==> src/rtl/mul_operand_sequencer.sv <==
// Front-end for the repeated-addition multiplier: takes an operand pair from a
// valid/ready stream and puts A then B on the shared bus with a start strobe.
// It then waits for done, with a watchdog, and hands the product to a
// valid/ready output stream.
module mul_operand_sequencer #(
   parameter int unsigned WIDTH   = 16,
   parameter int unsigned TIMEOUT = 1023,
   parameter int unsigned CNT_W   = 8
) (
   input  logic             clk,
   input  logic             rst_n,
   input  logic             in_valid,
   output logic             in_ready,
   input  logic [WIDTH-1:0] in_a,
   input  logic [WIDTH-1:0] in_b,
   output logic             mul_start,
   output logic [WIDTH-1:0] mul_data,
   input  logic             mul_done,
   input  logic [WIDTH-1:0] mul_product,
   output logic             out_valid,
   input  logic             out_ready,
   output logic [WIDTH-1:0] out_product,
   output logic             out_error,
   output logic [CNT_W-1:0] op_count
);

   localparam int unsigned   TW    = (TIMEOUT > 1) ? $clog2(TIMEOUT) : 1;
   localparam logic [TW-1:0] TLAST = TW'(TIMEOUT - 1);

   typedef enum logic [2:0] {StIdle, StLoadA, StLoadB, StWait, StOut} state_e;

   state_e           r_state;
   state_e           w_state_d;
   logic             r_armed;    // low only until the first edge after reset
   logic [WIDTH-1:0] r_a;
   logic [WIDTH-1:0] r_b;
   logic [TW-1:0]    r_timer;
   logic [WIDTH-1:0] r_product;
   logic             r_error;
   logic [CNT_W-1:0] r_count;
   logic             w_in_fire;
   logic             w_out_fire;
   logic             w_timeout;

   assign w_in_fire  = (r_state == StIdle) && r_armed && in_valid;
   assign w_out_fire = (r_state == StOut) && out_ready;
   assign w_timeout  = (r_timer == TLAST);

   assign out_product = r_product;
   assign out_error   = r_error;
   assign op_count    = r_count;

   // State register
   always_ff @(posedge clk or negedge rst_n) begin
      if (!rst_n) begin
         r_state <= StIdle;
      end else begin
         r_state <= w_state_d;
      end
   end

   // Next-state and state-decoded outputs
   always_comb begin
      w_state_d = r_state;
      in_ready  = 1'b0;
      mul_start = 1'b0;
      mul_data  = r_b;   // B stays on the bus after LOADB
      out_valid = 1'b0;
      unique case (r_state)
         StIdle: begin
            in_ready = r_armed;
            if (w_in_fire) w_state_d = StLoadA;
         end
         StLoadA: begin
            mul_start = 1'b1;
            mul_data  = r_a;
            w_state_d = StLoadB;
         end
         StLoadB: begin
            mul_start = 1'b1;
            w_state_d = StWait;
         end
         StWait: begin
            if (mul_done || w_timeout) w_state_d = StOut;
         end
         StOut: begin
            out_valid = 1'b1;
            if (out_ready) w_state_d = StIdle;
         end
         default: w_state_d = StIdle;
      endcase
   end

   // Operand capture, watchdog timer, result capture and op counter
   always_ff @(posedge clk or negedge rst_n) begin
      if (!rst_n) begin
         r_armed   <= 1'b0;
         r_a       <= '0;
         r_b       <= '0;
         r_timer   <= '0;
         r_product <= '0;
         r_error   <= 1'b0;
         r_count   <= '0;
      end else begin
         r_armed <= 1'b1;
         if (w_in_fire) begin
            r_a <= in_a;
            r_b <= in_b;
         end
         if (r_state == StLoadB) begin
            r_timer <= '0;
         end else if ((r_state == StWait) && !mul_done && !w_timeout) begin
            r_timer <= r_timer + 1'b1;
         end
         // done wins over a timeout landing on the same cycle
         if (r_state == StWait) begin
            if (mul_done) begin
               r_product <= mul_product;
               r_error   <= 1'b0;
            end else if (w_timeout) begin
               r_product <= '0;
               r_error   <= 1'b1;
            end
         end
         if (w_out_fire && !r_error) begin
            r_count <= r_count + 1'b1;
         end
      end
   end

endmodule
==> config.mk <==
export PLATFORM = sky130hd
export DESIGN_NAME = mul_operand_sequencer
export DESIGN_NICKNAME = d
export VERILOG_FILES = /design/src/rtl/mul_operand_sequencer.sv
export SDC_FILE = /design/constraint.sdc
export NUM_CORES = 1
export LEC_CHECK = 0
export CAP_MARGIN = 15
export CORE_UTILIZATION = 42
export CTS_CLUSTER_SIZE = 20
export DETAILED_ROUTE_END_ITERATION = 16
export GPL_ROUTABILITY_DRIVEN = 1
export HOLD_SLACK_MARGIN = 0.12
export PLACE_DENSITY_LB_ADDON = 0.2
export SLEW_MARGIN = 10
export SYNTH_ARGS = -nofsm -noshare
export SYNTH_HDL_FRONTEND = slang
export SYNTH_SLANG_ARGS = --single-unit
==> constraint.sdc <==
create_clock -name clk -period 1.73 [get_ports clk]
set_input_delay 0.346 -clock clk [delete_from_list [all_inputs] [get_ports clk]]
set_output_delay 0.346 -clock clk [all_outputs]
set_load 0.05 [all_outputs]
## Yosys cells after proc, flatten, opt, wreduce, memory -nomap -nowiden

Cells that the tools add are included.

| cells by class | value |
|---|---|
| add/sub/neg operators | 2 |
| reduce and logical (&&, ||, !) cells | 16 |
| muxes and demuxes | 14 |
| equality and inequality tests | 8 |

Operator list:

| cell | number |
|---|---|
| $mux 16 | 3 |
| $mux 10 | 2 |
| $pmux 3 s5 | 1 |
| $add 10x1->10 const B | 1 |
| $eq 10x10->1 const B | 1 |
| $mux 3 | 3 |
| $add 8x1->8 const B | 1 |
| $eq 3x2->1 const B | 2 |
| $logic_and 1x1->1 | 6 |
| $ne 2x2->1 const B | 3 |
| $mux 1 | 5 |
| $reduce_bool 2->1 | 2 |
| $eq 3x1->1 const B | 1 |
| $eq 3x3->1 const B | 1 |
| $logic_not 1->1 | 3 |
| $logic_not 3->1 | 1 |
| $reduce_and 3->1 | 1 |
| $reduce_and 2->1 | 1 |
| $reduce_or 2->1 | 1 |
| $logic_or 1x1->1 | 1 |

| word-level totals | value |
|---|---|
| output and inout bits | 44 |
| logic and storage cells | 48 |
| bits of input ports | 53 |
| flip-flop bits (word level) | 71 |

## Longest topological paths before layout

| depth | value |
|---|---|
| depth in word-level cells | 5 |
| mapped depth | 7 |
| depth with buffers taken out | 6 |

## Worst setup path after synthesis

Ideal clock, no wire load.

| timing | value |
|---|---|
| kind | register to register |
| start | reg r_state[1] |
| end | reg r_a[0] |
| buffers on the path | 2 |
| arrival | 1.932 ns |
| library setup time | 0.125 ns |
| setup slack | -0.327 ns |
| cell stages (with the launch flop) | 6 |
| cell sequence | dfrtp_1 > buf_4 > nor4b_4 > nand2_1 > buf_2 > mux2_2 |

| between the ends | value |
|---|---|
| longest elaborated chain between the ends | 3 |

Ends and longest elaborated chain:

| what | line | source |
|---|---|---|
| start, declared | 32 | `state_e r_state;` |
| start signal, assigned | 56 | `r_state <= StIdle;` |
| start signal, assigned | 58 | `r_state <= w_state_d;` |
| $logic_not 3->1 | 45 | `assign w_in_fire = (r_state == StIdle) && r_armed && in_valid;` |
| $logic_and 1x1->1 (2 in series) | 45 |  |
| end signal, assigned | 107 | `r_a <= in_a;` |
| end, declared | 35 | `logic [WIDTH-1:0] r_a;` |

No other way between the ends.
A chain may end at the register's enable or synchronous reset.

## Worst setup path in the final report

| timing | value |
|---|---|
| start | reg r_state[1] |
| end | out mul_data[3] |

| between the ends | value |
|---|---|
| longest elaborated chain between the ends | 2 |

Ends and longest elaborated chain:

| what | line | source |
|---|---|---|
| $eq 3x1->1 | 69 | `unique case (r_state)` |
| $mux 16 | 69 |  |
| end, declared | 17 | `output logic [WIDTH-1:0] mul_data,` |

No other way between the ends.

==> impl_metrics.py <==
metrics = {
    "outcome": {
        "status": "finished, violations left",
        "violations": "setup timing",
    },
    "global_route": {
        "grt_use_met2_pct": 29.9,
        "grt_max_degree": 72,
        "grtUsageMet1_pct": 22.5,
        "grt_pass1_wl_um": 10600,
        "grt_util_all_layers_pct": 18.1,
        "antenna_found_initial": 0,
        "grt_overflow_total": 0,
        "met3_usage_pct": 5.50,
        "top_usage_layer": "met2",
        "grt_pass1_vias": 2302,
    },
    "logic_synthesis": {
        "yosys_warnings": 0,
        "syn-num-nets": 289,
        "yosysTopAreaCell": "dfrtp_1",
        "synth_flop_cell": "dfrtp_1",
        "synth_area_leaders": "dfrtp_1 (56%), mux2_2 (17%), a22o_1 (4.4%), nor4b_4 (1.5%), xnor2_1 (1.4%)",
        "ys_seq_area_share_pct": 56.2,
        "async_flop_share_pct": 100,
        "synth.distinct_cells": 45,
        "synth_seq_cells": 71,
        "netlist_instances": 233,
        "synth_edf_count": 0,
        "synth_area_um2": 3160,
        "syn_area_per_cell_um2": 13.6,
        "synth_top_area_share_pct": 56.2,
    },
    "setup_path": {
        "cp_max_fo": 17,
        "critPathArrivalTime_ps": 1710,
        "worstReg2RegEnd": "r_timer[7]$_DFFE_PN0P_",
        "reg2reg_from": "r_state[2]$_DFFE_PN0P_",
        "end_kind": "output pin",
        "worstPathRequired_ps": 1380,
        "path_class": "register to output pin",
        "reg2regPathDepth": 6,
        "worst_setup_path_start_kind": "register",
        "rrSetupSlack_ps": -100,
        "startpoint": "r_state[1]$_DFFE_PN0P_",
    },
    "floorplan": {
        "die_area_um2": 7880,
        "die_h_um": 88.7,
        "rows": 31,
        "io_pins": 97,
        "core_area_um2": 7250,
        "die_x_um": 88.7,
        "initial_core_util_pct": 43.6,
    },
    "finish": {
        "post_route_cells_drive_above_1_share_pct": 43.6,
        "nets": 416,
        "area_growth_syn_to_layout_pct": 56.5,
        "mostFrequentLayoutCells": "dfrtp_1 (71), clkdlybuf4s50_1 (51), buf_4 (46), mux2_2 (39), buf_12 (17)",
        "postLayoutCoreUtil_pct": 68.2,
        "fillers": 552,
        "num_antenna_cells": 0,
        "stdcell_count": 464,
        "final_common_cell": "dfrtp_1",
    },
    "min_path": {
        "hp-start": "op_count[7]$_DFFE_PN0P_",
        "holdPathEnd": "op_count[7]$_DFFE_PN0P_",
        "worstHoldPathType": "register to register",
        "min_path_cells": 1,
    },
    "detailed_routing": {
        "wl_per_cell_um": 15.5,
        "dr.pass1.iters": 4,
        "wirelength_um": 7200,
        "postRouteAntennaNets": 0,
        "drc": 0,
        "via_count": 2370,
        "drt_iter0_markers": 89,
        "viasPerCell": 5.11,
    },
    "sta": {
        "max_freq_mhz": 486,
        "clock_skew_ps": 8.99,
        "holdWs_ps": 484,
        "finalSetupViolCount": 55,
        "rsz0062_at_grt": "true",
        "drv_slew": 0,
        "hold_viol": 0,
        "setup_slack_ps": -329,
        "fin_crit_ps": 2060,
        "period_share_pct": 119,
    },
    "clock_network": {
        "cts_root_buf": "clkbuf_8",
        "numClockSinks": 71,
        "clk_latency_ps": 340,
        "clk_path_buf_depth": 2,
        "path_clk_slew_ps": 70,
        "cts_buffers": 9,
        "cts_tree": "yes",
        "htreeDepth": 3,
    },
    "power_and_ir_drop": {
        "leakage_nw": 2.24,
        "power_density_nw_per_um2": 1970,
        "vdd_drop_max_mv": 1.05,
        "total_power_mw": 9.76,
    },
    "placement": {
        "gp_congestion": 0.860,
        "dp_hpwl_um": 4680,
        "numPlacedInstances": 435,
        "io_buffers": 96,
    },
    "job": {
        "cap_violations": 0,
    },
}
-- where the power goes --
part           internal [mW]  switching, mW  leakage, nW  total [mW]
clock                   1.04          0.634        0.130        1.67
sequential              2.28          0.358        0.893        2.64
combinational           2.57           2.87         1.22        5.44
total                   5.89           3.86         2.24        9.76
-- cell type report --
cell class | count | area, um2 | area share, %
multi-input cells | 146 | 1390 | 28.2
clock buffers | 11 | 151 | 3.06
flip-flops and latches | 71 | 1780 | 35.9
inverters | 4 | 18.8 | 0.379
well taps | 99 | 124 | 2.50
clock inverters | 5 | 104 | 2.10
repair buffers | 128 | 1380 | 27.9
-- per-layer routing --
metal / routed length [um] / part of all wire (%) / vias up
met5: 0 / 0 / -
li1: - / - / 1109
met3: 441 / 6.1 / 9
met1: 3200 / 44 / 1178
met2: 3480 / 48 / 74
met4: 76 / 1.1 / 0
-- metrics by stage --
step           cell area [um2]  worst slack [ps]  TNS, ps
3_3_place_gp              4460              -143     -542
6_report                  4950              -329    -7880
3_5_place_dp              4460              -163    -1250
2_1_floorplan             3220              -263    -8620
4_1_cts                   4790              -362    -8260
5_1_grt                   4950              -392   -11160
-- critical path, cell delays in order (launching register included) --
cell     delay (ps)
dfrtp_1         420
nor3b_4         240
buf_12          200
mux2_2          360
buf_6           150
-- sequential cells by signal, summed over array words and instances (netlist names) --
name,flops
r_b,16
r_armed,1
out_error,1
r_a,16
r_timer,10
out_product,16
r_state,3
op_count,8
-- worst max path at each step --
stage	endpoint	depth (start not counted)
CTS	mul_data[1]	4
floorplan	r_a[0]$_DFFE_PN0P_	5
global placement	r_timer[7]$_DFFE_PN0P_	5
global route	mul_data[4]	4
finish	mul_data[3]	4
detailed placement	r_timer[7]$_DFFE_PN0P_	5
-- cell usage after synthesis (3+ instances only) --
| cell type | instances |
|---|---|
| nand2_1 | 7 |
| buf_2 | 6 |
| buf_4 | 3 |
| nor2_1 | 5 |
| nand3_1 | 8 |
| inv_1 | 4 |
| and3_1 | 4 |
| ha_1 | 3 |
| a211oi_1 | 4 |
| xnor2_1 | 5 |
| a21oi_1 | 3 |
| a22o_1 | 16 |
| dfrtp_1 | 71 |
| o21ai_0 | 6 |
| mux2_2 | 49 |
| a31oi_1 | 4 |
-- cells by family after synthesis --
kind of cell,Yosys count,synth area share (%)
fa+ha+maj,3,1.19
xor+xnor,7,1.94
flops,71,56.2
compound gates,40,9.54
simple gates,45,10.5
buf+inv,16,2.73
other cells,1,0.119
mux,50,17.8
-- timing repair --
item	4_1_cts	5_1_grt
cloned	0	3
pin swaps	3	5
hold buffers	1	0
gates resized for setup	11	14
setup buffers	4	5
setup endpoints to repair	36	67
hold endpoints to repair	71	0
Power figures use the tool's default switching activity.
